===== config.mk =====
export PLATFORM = sky130hd
export DESIGN_NAME = reg_write_seq
export DESIGN_NICKNAME = d
export VERILOG_FILES = /design/src/rtl/reg_write_pkg.sv /design/src/rtl/reg_cmd_fifo.sv /design/src/rtl/reg_write_seq.sv
export SDC_FILE = /design/constraint.sdc
export NUM_CORES = 1
export LEC_CHECK = 0
export ABC_CLOCK_PERIOD_IN_PS = 6490
export CAP_MARGIN = 10
export CORE_MARGIN = 2
export CORE_UTILIZATION = 60
export DETAILED_ROUTE_END_ITERATION = 8
export PLACE_DENSITY = 0.91
export REMOVE_ABC_BUFFERS = 1
export SETUP_SLACK_MARGIN = 0.1
export SYNTH_ARGS = -nofsm -noshare
export SYNTH_HDL_FRONTEND = slang
export SYNTH_HIERARCHICAL = 1
export SYNTH_SLANG_ARGS = --single-unit

===== constraint.sdc =====
create_clock -name clk -period 6.49 [get_ports clk]
set_input_delay 1.298 -clock clk [delete_from_list [all_inputs] [get_ports clk]]
set_output_delay 1.298 -clock clk [all_outputs]
set_load 0.01 [all_outputs]

===== src/rtl/reg_write_pkg.sv =====
// Shared types and helpers for the reg_write_seq register-bank write initiator.
package reg_write_pkg;

  typedef enum logic [1:0] {
    IDLE,
    SETUP,
    STROBE,
    HOLD
  } state_t;

  function automatic int clog2(input int n);
    int r;
    r = 0;
    while ((1 << r) < n) r++;
    return r;
  endfunction

endpackage


===== src/rtl/reg_cmd_fifo.sv =====
// Synchronous command FIFO: power-of-two depth, no bypass, full/empty derived from an occupancy counter.
module reg_cmd_fifo
  import reg_write_pkg::*;
#(
  parameter int WIDTH = 14,
  parameter int DEPTH = 4
) (
  input  logic             clk,
  input  logic             rst_n,
  input  logic             push,
  input  logic             pop,
  input  logic [WIDTH-1:0] wdata,
  output logic [WIDTH-1:0] head,
  output logic             full,
  output logic             empty
);

  localparam int PTR_W = (clog2(DEPTH) < 1) ? 1 : clog2(DEPTH);
  localparam int CNT_W = PTR_W + 1;

  logic [WIDTH-1:0] mem [DEPTH];
  logic [PTR_W-1:0] wr_ptr, rd_ptr;
  logic [CNT_W-1:0] count;
  logic             do_push, do_pop;

  assign full    = (count == CNT_W'(DEPTH));
  assign empty   = (count == '0);
  assign do_push = push && !full;
  assign do_pop  = pop && !empty;
  assign head    = mem[rd_ptr];

  // NOTE: storage is never read while empty, so it carries no reset; only the pointers and count do.
  always_ff @(posedge clk) begin
    if (do_push) mem[wr_ptr] <= wdata;
  end

  // NOTE: sequential state uses non-blocking assignments so every flop samples pre-edge values.
  always_ff @(posedge clk or negedge rst_n) begin
    if (!rst_n) begin
      wr_ptr <= '0;
      rd_ptr <= '0;
      count  <= '0;
    end else begin
      if (do_push) wr_ptr <= wr_ptr + PTR_W'(1);
      if (do_pop)  rd_ptr <= rd_ptr + PTR_W'(1);
      case ({do_push, do_pop})
        2'b10:   count <= count + CNT_W'(1);
        2'b01:   count <= count - CNT_W'(1);
        default: count <= count;
      endcase
    end
  end

endmodule


===== src/rtl/reg_write_seq.sv =====
// Write-side initiator for a bank of gen_reg instances: queues (addr, data) commands and issues
// data + one-hot strobe transactions. Define REG_SHADOW_EN to add a readable shadow of written values.
module reg_write_seq
  import reg_write_pkg::*;
#(
  parameter int DATA_WIDTH    = 12,
  parameter int NUM_REGS      = 4,
  parameter int ADDR_WIDTH    = 2,
  parameter int FIFO_DEPTH    = 4,
  parameter int SETTLE_CYCLES = 2
) (
  input  logic                  clk,
  input  logic                  rst_n,
  input  logic                  cmd_valid,
  output logic                  cmd_ready,
  input  logic [ADDR_WIDTH-1:0] cmd_addr,
  input  logic [DATA_WIDTH-1:0] cmd_data,
  output logic [DATA_WIDTH-1:0] reg_data_out,
  output logic [NUM_REGS-1:0]   reg_wrt,
  output logic                  busy,
  output logic                  err_addr
`ifdef REG_SHADOW_EN
  ,
  input  logic [ADDR_WIDTH-1:0] shadow_addr,
  output logic [DATA_WIDTH-1:0] shadow_data
`endif
);

  typedef struct packed {
    logic [ADDR_WIDTH-1:0] addr;
    logic [DATA_WIDTH-1:0] data;
  } cmd_t;

  localparam int                  CNT_W      = (SETTLE_CYCLES > 1) ? clog2(SETTLE_CYCLES) : 1;
  localparam logic [CNT_W-1:0]    CNT_LOAD   = (SETTLE_CYCLES > 0) ? CNT_W'(SETTLE_CYCLES - 1) : '0;
  localparam logic [ADDR_WIDTH:0] NUM_REGS_W = (ADDR_WIDTH + 1)'(NUM_REGS);

  state_t                state, state_next;
  cmd_t                  push_cmd, head;
  logic                  fifo_full, fifo_empty;
  logic                  pop, load, bad, dispatch, head_bad;
  logic [ADDR_WIDTH-1:0] addr_q;
  logic [CNT_W-1:0]      cnt;

  assign push_cmd  = '{addr: cmd_addr, data: cmd_data};
  assign cmd_ready = !fifo_full;
  assign busy      = (state != IDLE) || !fifo_empty;
  assign head_bad  = ({1'b0, head.addr} >= NUM_REGS_W);

  reg_cmd_fifo #(
    .WIDTH($bits(cmd_t)),
    .DEPTH(FIFO_DEPTH)
  ) u_fifo (
    .clk  (clk),
    .rst_n(rst_n),
    .push (cmd_valid),
    .pop  (pop),
    .wdata(push_cmd),
    .head (head),
    .full (fifo_full),
    .empty(fifo_empty)
  );

  // NOTE: every signal written here gets a default first, so no path can infer a latch.
  always_comb begin
    state_next = state;
    dispatch   = 1'b0;
    pop        = 1'b0;
    load       = 1'b0;
    bad        = 1'b0;
    case (state)
      IDLE:    dispatch = 1'b1;
      SETUP:   state_next = STROBE;
      STROBE:  if (SETTLE_CYCLES == 0) dispatch = 1'b1; else state_next = HOLD;
      HOLD:    if (cnt == '0) dispatch = 1'b1;
      default: state_next = IDLE;
    endcase
    // A command whose address has no register is consumed and flagged without touching the bus.
    if (dispatch) begin
      state_next = IDLE;
      if (!fifo_empty) begin
        pop = 1'b1;
        if (head_bad) begin
          bad = 1'b1;
        end else begin
          load       = 1'b1;
          state_next = SETUP;
        end
      end
    end
  end

  always_ff @(posedge clk or negedge rst_n) begin
    if (!rst_n) begin
      state        <= IDLE;
      reg_data_out <= '0;
      addr_q       <= '0;
      reg_wrt      <= '0;
      err_addr     <= 1'b0;
      cnt          <= '0;
    end else begin
      state    <= state_next;
      err_addr <= bad;
      reg_wrt  <= (state_next == STROBE) ? (NUM_REGS'(1) << addr_q) : '0;
      if (load) begin
        reg_data_out <= head.data;
        addr_q       <= head.addr;
      end
      if (state == STROBE && state_next == HOLD) cnt <= CNT_LOAD;
      else if (state == HOLD && cnt != '0)       cnt <= cnt - CNT_W'(1);
    end
  end

`ifdef REG_SHADOW_EN
  localparam int IDX_W = (clog2(NUM_REGS) < 1) ? 1 : clog2(NUM_REGS);

  logic [DATA_WIDTH-1:0] shadow [NUM_REGS];

  always_ff @(posedge clk or negedge rst_n) begin
    if (!rst_n) begin
      for (int i = 0; i < NUM_REGS; i++) shadow[i] <= '0;
    end else if (state_next == STROBE) begin
      shadow[addr_q[IDX_W-1:0]] <= reg_data_out;
    end
  end

  assign shadow_data = ({1'b0, shadow_addr} < NUM_REGS_W) ? shadow[shadow_addr[IDX_W-1:0]] : '0;
`endif

endmodule


==> results of run 1 <==
cell families after synthesis:
logic type	count (synthesis)	synth area share, %
buffers and inverters	18	3.52
adder cells (fa/ha/maj)	12	4.62
XOR/XNOR	6	1.54
AO/OA/AOI/OAI	5	1.03
flip-flops	84	69.7
AND/OR/NAND/NOR	18	3.33
other	1	0.110
multiplexers	30	16.1
flip-flops by register name (all words and copies together), names as in the netlist:
signal	cells
addr_q	2
u_fifo/wr_ptr	2
cnt	1
u_fifo/mem	56
reg_data_out	12
state	2
reg_wrt	4
u_fifo/rd_ptr	2
u_fifo/count	3
Yosys cell counts (all sizes together), types with 2 or more instances:
| cell | count |
|---|---|
| edfxtp | 56 |
| dfrtp | 28 |
| mux2 | 15 |
| mux4 | 14 |
| inv | 12 |
| ha | 11 |
| buf | 6 |
| and2 | 4 |
| nor2 | 4 |
| nand2 | 3 |
| xnor2 | 3 |
| xor2 | 3 |
| nor3b | 2 |
power groups by stage:
stage	Combinational, mW	Clock, mW	Sequential [mW]
CTS	0.601	0.324	0.857
floorplan	0.392	0	0.851
global placement	0.572	0	0.856
finish	0.590	0.318	0.854
detailed placement	0.601	0	0.868
global route	0.641	0.346	0.873
worst paths after layout:
path | endpoint | slack [ps] | depth (start not counted)
worst max-delay path | busy | 3550 | 4
worst min-delay path | cnt | 490 | 1
worst max register to register | u_fifo/count[2] | 3630 | 11
worst min register to register | cnt | 490 | 1
max in group asynchronous | u_fifo/wr_ptr[1] | 4890 | 2
min in group asynchronous | reg_data_out[10] | 1330 | 2
metal layers:
metal | vias to the layer above | global-route usage, % | share of wire, %
met4 | 0 | 10.7 | 2.9
met5 | - | 0 | 0
met2 | 42 | 31.2 | 53
li1 | 725 | - | -
met3 | 16 | 4.30 | 4.7
met1 | 789 | 21.0 | 39
stage by stage:
stage	instance area [sq um]	utilization (%)	hold WS (ps)
after floorplan	3340	-	449
after global placement	3780	68.6	463
after detailed placement	3780	68.6	474
after CTS	3950	71.7	497
after global routing	3950	71.7	528
final	3950	71.7	493
critical path, stage by stage, from the launching register on:
cell	delay, ps
dfrtp_1	400
inv_1	100
ha_1	220
nand2_1	60
clkdlybuf4s50_1	520
area by class of cell:
class | count | area, sq um
Timing Repair Buffer | 35 | 348
Clock buffer | 11 | 141
Sequential cell | 84 | 2380
Tap cell | 72 | 90.1
Multi-Input combinational cell | 72 | 913
Fill cell | 346 | 1560
Clock inverter | 5 | 27.5
Inverter | 12 | 45.0
==> results.cfg, run 1 <==
[run_status]
status = completed

[clock_tree]
cts_tree = done
cts_hold_buf = 0
cts_num_sinks = 84
cts_setup_buffers = 0
cts_max_level = 3
max-clock-path-buffers = 2
cts_resized = 0
ctsRootBufferMaster = clkbuf_8
clk_pin_slew_ps = 70
cts_buffers = 9
insertion_delay_ps = 350

[final_layout]
drive_gt1_share_pct = 19.2
antennaDiodeCount = 0
syn2layout_area_growth_pct = 15.6
layout_common_cells = edfxtp_1, clkdlybuf4s50_1, dfrtp_1
finalNetCount = 243
fin_cells = 291
layout_commonest_cell = edfxtp_1

[sta]
min_period_ps = 2940
rsz0062_at_grt = no
fmaxAchievable_mhz = 340
setup_tns_ps = 0
slew_headroom_pct = 41.3
finClkSkew_ps = 11.6
timing.final.hold_violations = 0
finalCritPeriodShare_pct = 45.4
slew_violations = 0
fin_ws_ps = 3550
worstMarginPinSlew_ps = 880
setup_viol = 0

[power]
p_switching_mw = 0.527
irDropWorstVdd_uv = 229
p_leak_nw = 1.54
seqPwrFrac_pct = 48.5
clkPwrFrac_pct = 18.0
switching_share_pct = 29.9
finalPower_mw = 1.76
power-per-cell-area_nw_per_um2 = 446
pwr-share-comb_pct = 33.5
p_int_mw = 1.24

[floorplan]
pin_count = 36
die-area_sq_um = 6310
row_count = 27
die_w_um = 79.5
start_util_pct = 62.0
core_sq_um = 5510
die_h_um = 79.5

[yosys]
postSynthAreaPerCell_sq_um = 19.6
ys.flop_type = edfxtp_1
synth_seq_cells = 84
synthCells = 174
synth_cell_types = 32
synth_top_cell_by_area = edfxtp_1
synth_top_area_share_pct = 49.2
synth-async-reset-ratio_pct = 33.3
synth_area_leaders = edfxtp_1, dfrtp_1, mux4_2, mux4_1, ha_1
synth_warnings = 6
synth-edff-count = 56
synth-seq-area-share_pct = 69.7
syn_area_sq_um = 3420

[placed_design]
preCtsSetupSlack_ps = 3400
io_buffers = 34
dp_hpwl_um = 3560
dp.cells = 275
gp_congestion = 0.719

[critical_path]
r2r-start = state[0]
critPathLaunchType = flop
path_max_fanout = 4
end_kind = output pin
cp.required_ps = 5190
cp_data_arrival_time_ps = 1650
crit_start = state[0]
crit_type = flop to output pin

[global_routing]
grtUsageTotal_pct = 18.2
antenna_found_initial = 0
grt_remaining_overflow = 0
grt_pass1_vias = 1638
grt_pass1_wl_um = 8020
grt_max_degree = 29

[drt]
routed_via_density = 5.40
drt_iter0_drc = 105
vias = 1572
routed_wl_um = 5160
drtAntennaViolNets = 0
wl_per_cell_um = 17.7
drc = 0
drt-pass1-iter-count = 4

[hold_path]
hold_path.class = flop to flop
hp-start = cnt

[job]
maxCapViolCount = 0
Power figures use the tool's default switching activity.
==> inputs of run 2 (changes only) <==
--- a/config.mk
+++ b/config.mk
@@ -5,12 +5,12 @@
 export SDC_FILE = /design/constraint.sdc
 export NUM_CORES = 1
 export LEC_CHECK = 0
-export ABC_CLOCK_PERIOD_IN_PS = 6490
+export ABC_CLOCK_PERIOD_IN_PS = 2600
 export CAP_MARGIN = 10
 export CORE_MARGIN = 2
-export CORE_UTILIZATION = 60
+export CORE_UTILIZATION = 50
 export DETAILED_ROUTE_END_ITERATION = 8
-export PLACE_DENSITY = 0.91
+export PLACE_DENSITY = 0.82
 export REMOVE_ABC_BUFFERS = 1
 export SETUP_SLACK_MARGIN = 0.1
 export SYNTH_ARGS = -nofsm -noshare
==> constraint.sdc (replaced) <==
create_clock -name clk -period 2.6 [get_ports clk]
set_input_delay 0.52 -clock clk [delete_from_list [all_inputs] [get_ports clk]]
set_output_delay 0.52 -clock clk [all_outputs]
set_load 0.01 [all_outputs]
==> results.cfg, run 2 (synthesis results as in run 1) <==
[run_status]
status = completed

[critical_path]
path_cells = inv_2, ha_2, a211o_1, inv_1, o31a_1, ha_2, inv_1, fa_2, xor2_1, nor2_1, xor2_1
max_stage_delay_ps = 430
cp.required_ps = 2870
end_kind = flop
crit_type = flop to flop
slowest_stage = dfrtp_1
path_max_fanout = 4
critPathLaunchType = flop
cp_data_arrival_time_ps = 2580

[sta]
min_period_ps = 2310
fmaxAchievable_mhz = 432
finalCritPeriodShare_pct = 89.0
finClkSkew_ps = 7.37
timing.final.hold_violations = 0
slew_headroom_pct = 55.4
setup_viol = 0
rsz0062_at_grt = no
setup_tns_ps = 0
worstMarginPinSlew_ps = 669
slew_violations = 0

[final_layout]
largest-register = u_fifo/mem
antennaDiodeCount = 0
top_regs = u_fifo/mem: 56 flops, reg_data_out: 12 flops, reg_wrt: 4 flops
layout_common_cells = edfxtp_1, clkdlybuf4s50_1, dfrtp_1
finalNetCount = 255
multiInputGateArea_sq_um = 921
utilization_pct = 60.8
largest_reg_flops = 56
layout_commonest_cell = edfxtp_1
drive_gt1_share_pct = 25.5
syn2layout_area_growth_pct = 19.6
seqCellArea_sq_um = 2380
nFillCells = 470

[hold_path]
hold_path.class = flop to flop

[floorplan]
start_util_pct = 50.8
pin_count = 36
die_w_um = 86.7
row_count = 30
die_h_um = 86.7
die-area_sq_um = 7510
core_sq_um = 6720

[power]
p_switching_mw = 1.36
seqPwrFrac_pct = 45.2
p_int_mw = 3.26
power-per-cell-area_nw_per_um2 = 1130
switching_share_pct = 29.4
pwr-share-comb_pct = 35.2
clkPwrFrac_pct = 19.6
p_leak_nw = 1.60
irDropWorstVdd_uv = 564

[global_routing]
grt_pass1_wl_um = 8070
antenna_found_initial = 0
grt_max_degree = 29
grt_pass1_vias = 1629
grtUsageTotal_pct = 14.7
grt_remaining_overflow = 0

[clock_tree]
ctsRootBufferMaster = clkbuf_8
cts_buffers = 9
clk_pin_slew_ps = 80
insertion_delay_ps = 340
cts_num_sinks = 84
cts_hold_buf = 0
cts_tree = done
max-clock-path-buffers = 2
cts_max_level = 3

[drt]
routed_wl_um = 5140
wl_per_cell_um = 16.5
drc = 0
wl_met1_um = 2330
routed_via_density = 5.21
drtAntennaViolNets = 0
drt_iter0_drc = 72
wl_met2_um = 2600
top_layer = met4
vias = 1619
drt-pass1-iter-count = 4
dr_wl_met3_um = 152

[placed_design]
dp_hpwl_um = 3190
io_buffers = 34
gp_congestion = 0.711

[job]
maxCapViolCount = 0
-- run 2: cell types whose count changed in the layout (fill, tap and decap cells not counted), sizes merged --
cell	previous run	this run
clkinv	4	0
clkinvlp	1	3
clkbuf	11	10
bufinv	0	1
buf	1	13
inv	12	14
-- run 2: timing repair --
item                       4_1_cts  5_1_grt
setup endpoints to repair        0        1
buffers inserted                 0        6
gates resized for setup          0        5
-- run 2: layout make-up --
type / count / area share [%]
sequential: 84 / 58.3
multi-input combinational: 72 / 22.5
timing repair buffer: 47 / 10.7
clock buffer: 10 / 3.12
tap: 80 / 2.45
clock inverter: 6 / 1.72
inverter: 12 / 1.10
-- run 2: stage by stage --
stage	cell area [sq um]	setup slack [ps]	hold slack (ps)	instances	power [mW]
2_1_floorplan	3340	43.4	224	168	3.10
3_3_place_gp	3830	284	476	289	3.62
3_5_place_dp	3830	157	480	289	3.69
4_1_cts	4030	137	496	305	4.59
5_1_grt	4080	134	522	311	4.89
6_report	4080	285	495	311	4.61
-- run 2: worst paths after layout --
| path | start | to | slack (ps) | cells after the start |
|---|---|---|---|---|
| max | state[0] | u_fifo/count[2] | 290 | 11 |
| min | addr_q[1] | reg_wrt[1] | 500 | 1 |
| max reg2reg | state[0] | u_fifo/count[2] | 290 | 11 |
| min reg2reg | addr_q[1] | reg_wrt[1] | 500 | 1 |
| max in group asynchronous | rst_n | reg_data_out[4] | 1760 | 2 |
| min in group asynchronous | rst_n | reg_wrt[0] | 560 | 2 |
-- run 2: critical path, delay by kind of cell (launching register included) --
kind,cells,cell delay [ps]
adder cells (fa/ha/maj),3,790
buffers and inverters,3,200
AO/OA/AOI/OAI,2,400
XOR/XNOR,2,300
AND/OR/NAND/NOR,1,120
flip-flops,1,430
-- run 2: power by group through the flow --
stage	logic [mW]	registers, mW	clock network, mW
after global placement	1.52	2.10	0
after floorplan	0.978	2.13	0
final	1.62	2.09	0.905
after CTS	1.57	2.09	0.926
after detailed placement	1.57	2.12	0
after global routing	1.77	2.14	0.984
-- run 2: metal layers --
layer | vias up | track usage [%]
met1 | 829 | 19.3
met4 | 0 | 4.69
li1 | 751 | -
met3 | 4 | 4.29
met2 | 35 | 23.9
met5 | - | 0
==> inputs of run 3 (changes only) <==
--- a/config.mk
+++ b/config.mk
@@ -10,6 +10,7 @@
 export CORE_MARGIN = 2
 export CORE_UTILIZATION = 50
 export DETAILED_ROUTE_END_ITERATION = 8
+export MAX_ROUTING_LAYER = met4
 export PLACE_DENSITY = 0.82
 export REMOVE_ABC_BUFFERS = 1
 export SETUP_SLACK_MARGIN = 0.1
==> results.cfg, run 3 (synthesis results as in run 1) <==
[run_status]
status = completed

[clock_tree]
cts_buffers = 9
clk_pin_slew_ps = 80
cts_max_level = 3
cts_hold_buf = 0
max-clock-path-buffers = 2
cts_tree = done
ctsRootBufferMaster = clkbuf_8
insertion_delay_ps = 340
cts_num_sinks = 84

[final_layout]
top_regs = u_fifo/mem: 56 flops, reg_data_out: 12 flops, reg_wrt: 4 flops
multiInputGateArea_sq_um = 921
utilization_pct = 60.8
finalNetCount = 255
nFillCells = 470
drive_gt1_share_pct = 25.5
largest_reg_flops = 56
antennaDiodeCount = 0
syn2layout_area_growth_pct = 19.6
largest-register = u_fifo/mem
layout_commonest_cell = edfxtp_1
seqCellArea_sq_um = 2380
layout_common_cells = edfxtp_1, clkdlybuf4s50_1, dfrtp_1

[drt]
routed_wl_um = 5140
drc = 0
dr_wl_met3_um = 151
routed_via_density = 5.21
wl_met1_um = 2330
wl_per_cell_um = 16.5
drtAntennaViolNets = 0
drt-pass1-iter-count = 4
top_layer = met4
wl_met2_um = 2620
vias = 1621
drt_iter0_drc = 72

[placed_design]
gp_congestion = 0.719
dp_hpwl_um = 3190
io_buffers = 34

[critical_path]
critPathLaunchType = flop
cp.required_ps = 2870
r2r-start = state[0]
cp_data_arrival_time_ps = 2580
end_kind = flop
reg2reg_to = u_fifo/count[2]
rrSetupSlack_ps = 290
endpoint = u_fifo/count[2]
crit_start = state[0]
crit_type = flop to flop
path_max_fanout = 4
worstRegToRegCells = 11

[floorplan]
die_h_um = 86.7
start_util_pct = 50.8
die-area_sq_um = 7510
row_count = 30
die_w_um = 86.7
pin_count = 36
core_sq_um = 6720

[global_routing]
grtUsageTotal_pct = 15.2
antenna_found_initial = 0
grt_pass1_vias = 1629
grt_pass1_wl_um = 8070
grt_max_degree = 29
grt_remaining_overflow = 0

[power]
irDropWorstVdd_uv = 564
power-per-cell-area_nw_per_um2 = 1130
p_leak_nw = 1.60

[sta]
finClkSkew_ps = 7.37
timing.final.hold_violations = 0
fmaxAchievable_mhz = 432
setup_viol = 0
setup_tns_ps = 0
finalCritPeriodShare_pct = 89.0
min_period_ps = 2310
worstMarginPinSlew_ps = 669
slew_violations = 0
rsz0062_at_grt = no
slew_headroom_pct = 55.4

[job]
maxCapViolCount = 0

[hold_path]
hold_path.class = flop to flop
==> run 3: cell counts in the layout (fill, tap and decap cells not counted) <==
No cell type changed its count.
==> run 3: layout make-up <==
class | instances | area share (%)
clock buffers | 10 | 3.12
clock inverters | 6 | 1.72
inverters | 12 | 1.10
multi-input cells | 72 | 22.5
flip-flops and latches | 84 | 58.3
well taps | 80 | 2.45
repair buffers | 47 | 10.7
==> run 3: worst max-delay path, cell delays in order (launching register included) <==
cell     delay [ps]
dfrtp_1         430
inv_2           100
ha_2            280
a211o_1         240
inv_1            50
o31a_1          160
ha_2            180
inv_1            50
fa_2            330
xor2_1          150
nor2_1          120
xor2_1          150
==> run 3: how the worst min path moves through the flow <==
stage	start	end	slack [ps]	cells past startpoint
after floorplan	rst_n	addr_q[0]	220	0
after global placement	cnt	cnt	480	1
after detailed placement	cnt	cnt	480	1
after CTS	addr_q[1]	reg_wrt[1]	500	1
after global routing	reg_data_out[11]	reg_data_out[11]	520	1
final	addr_q[1]	reg_wrt[1]	490	1
==> run 3: per-stage QoR <==
step	power, mW	setup slack, ps	std cells	cell area [sq um]	hold slack, ps
floorplan	3.10	43.4	168	3340	224
global placement	3.62	284	289	3830	476
detailed placement	3.69	157	289	3830	480
CTS	4.59	137	305	4030	496
global route	4.89	134	311	4080	522
finish	4.61	285	311	4080	495
==> run 3: repair_timing <==
action                                  in CTS  in global routing
gates resized for setup                      0                  5
hold endpoints to repair                     0                  0
endpoints found under the setup margin       0                  1
setup buffers                                0                  6
==> run 3: metal layers <==
| layer | vias up | global-route usage (%) |
|---|---|---|
| li1 | 751 | - |
| met1 | 829 | 19.3 |
| met2 | 37 | 23.9 |
| met3 | 4 | 4.29 |
| met4 | 0 | 4.69 |
| met5 | - | - |
==> run 3: power by group <==
group	leakage (nW)	switching [mW]	total (mW)	internal, mW
sequential	0.848	0.251	2.09	1.83
combinational	0.658	0.651	1.62	0.972
clock	0.0895	0.455	0.905	0.451
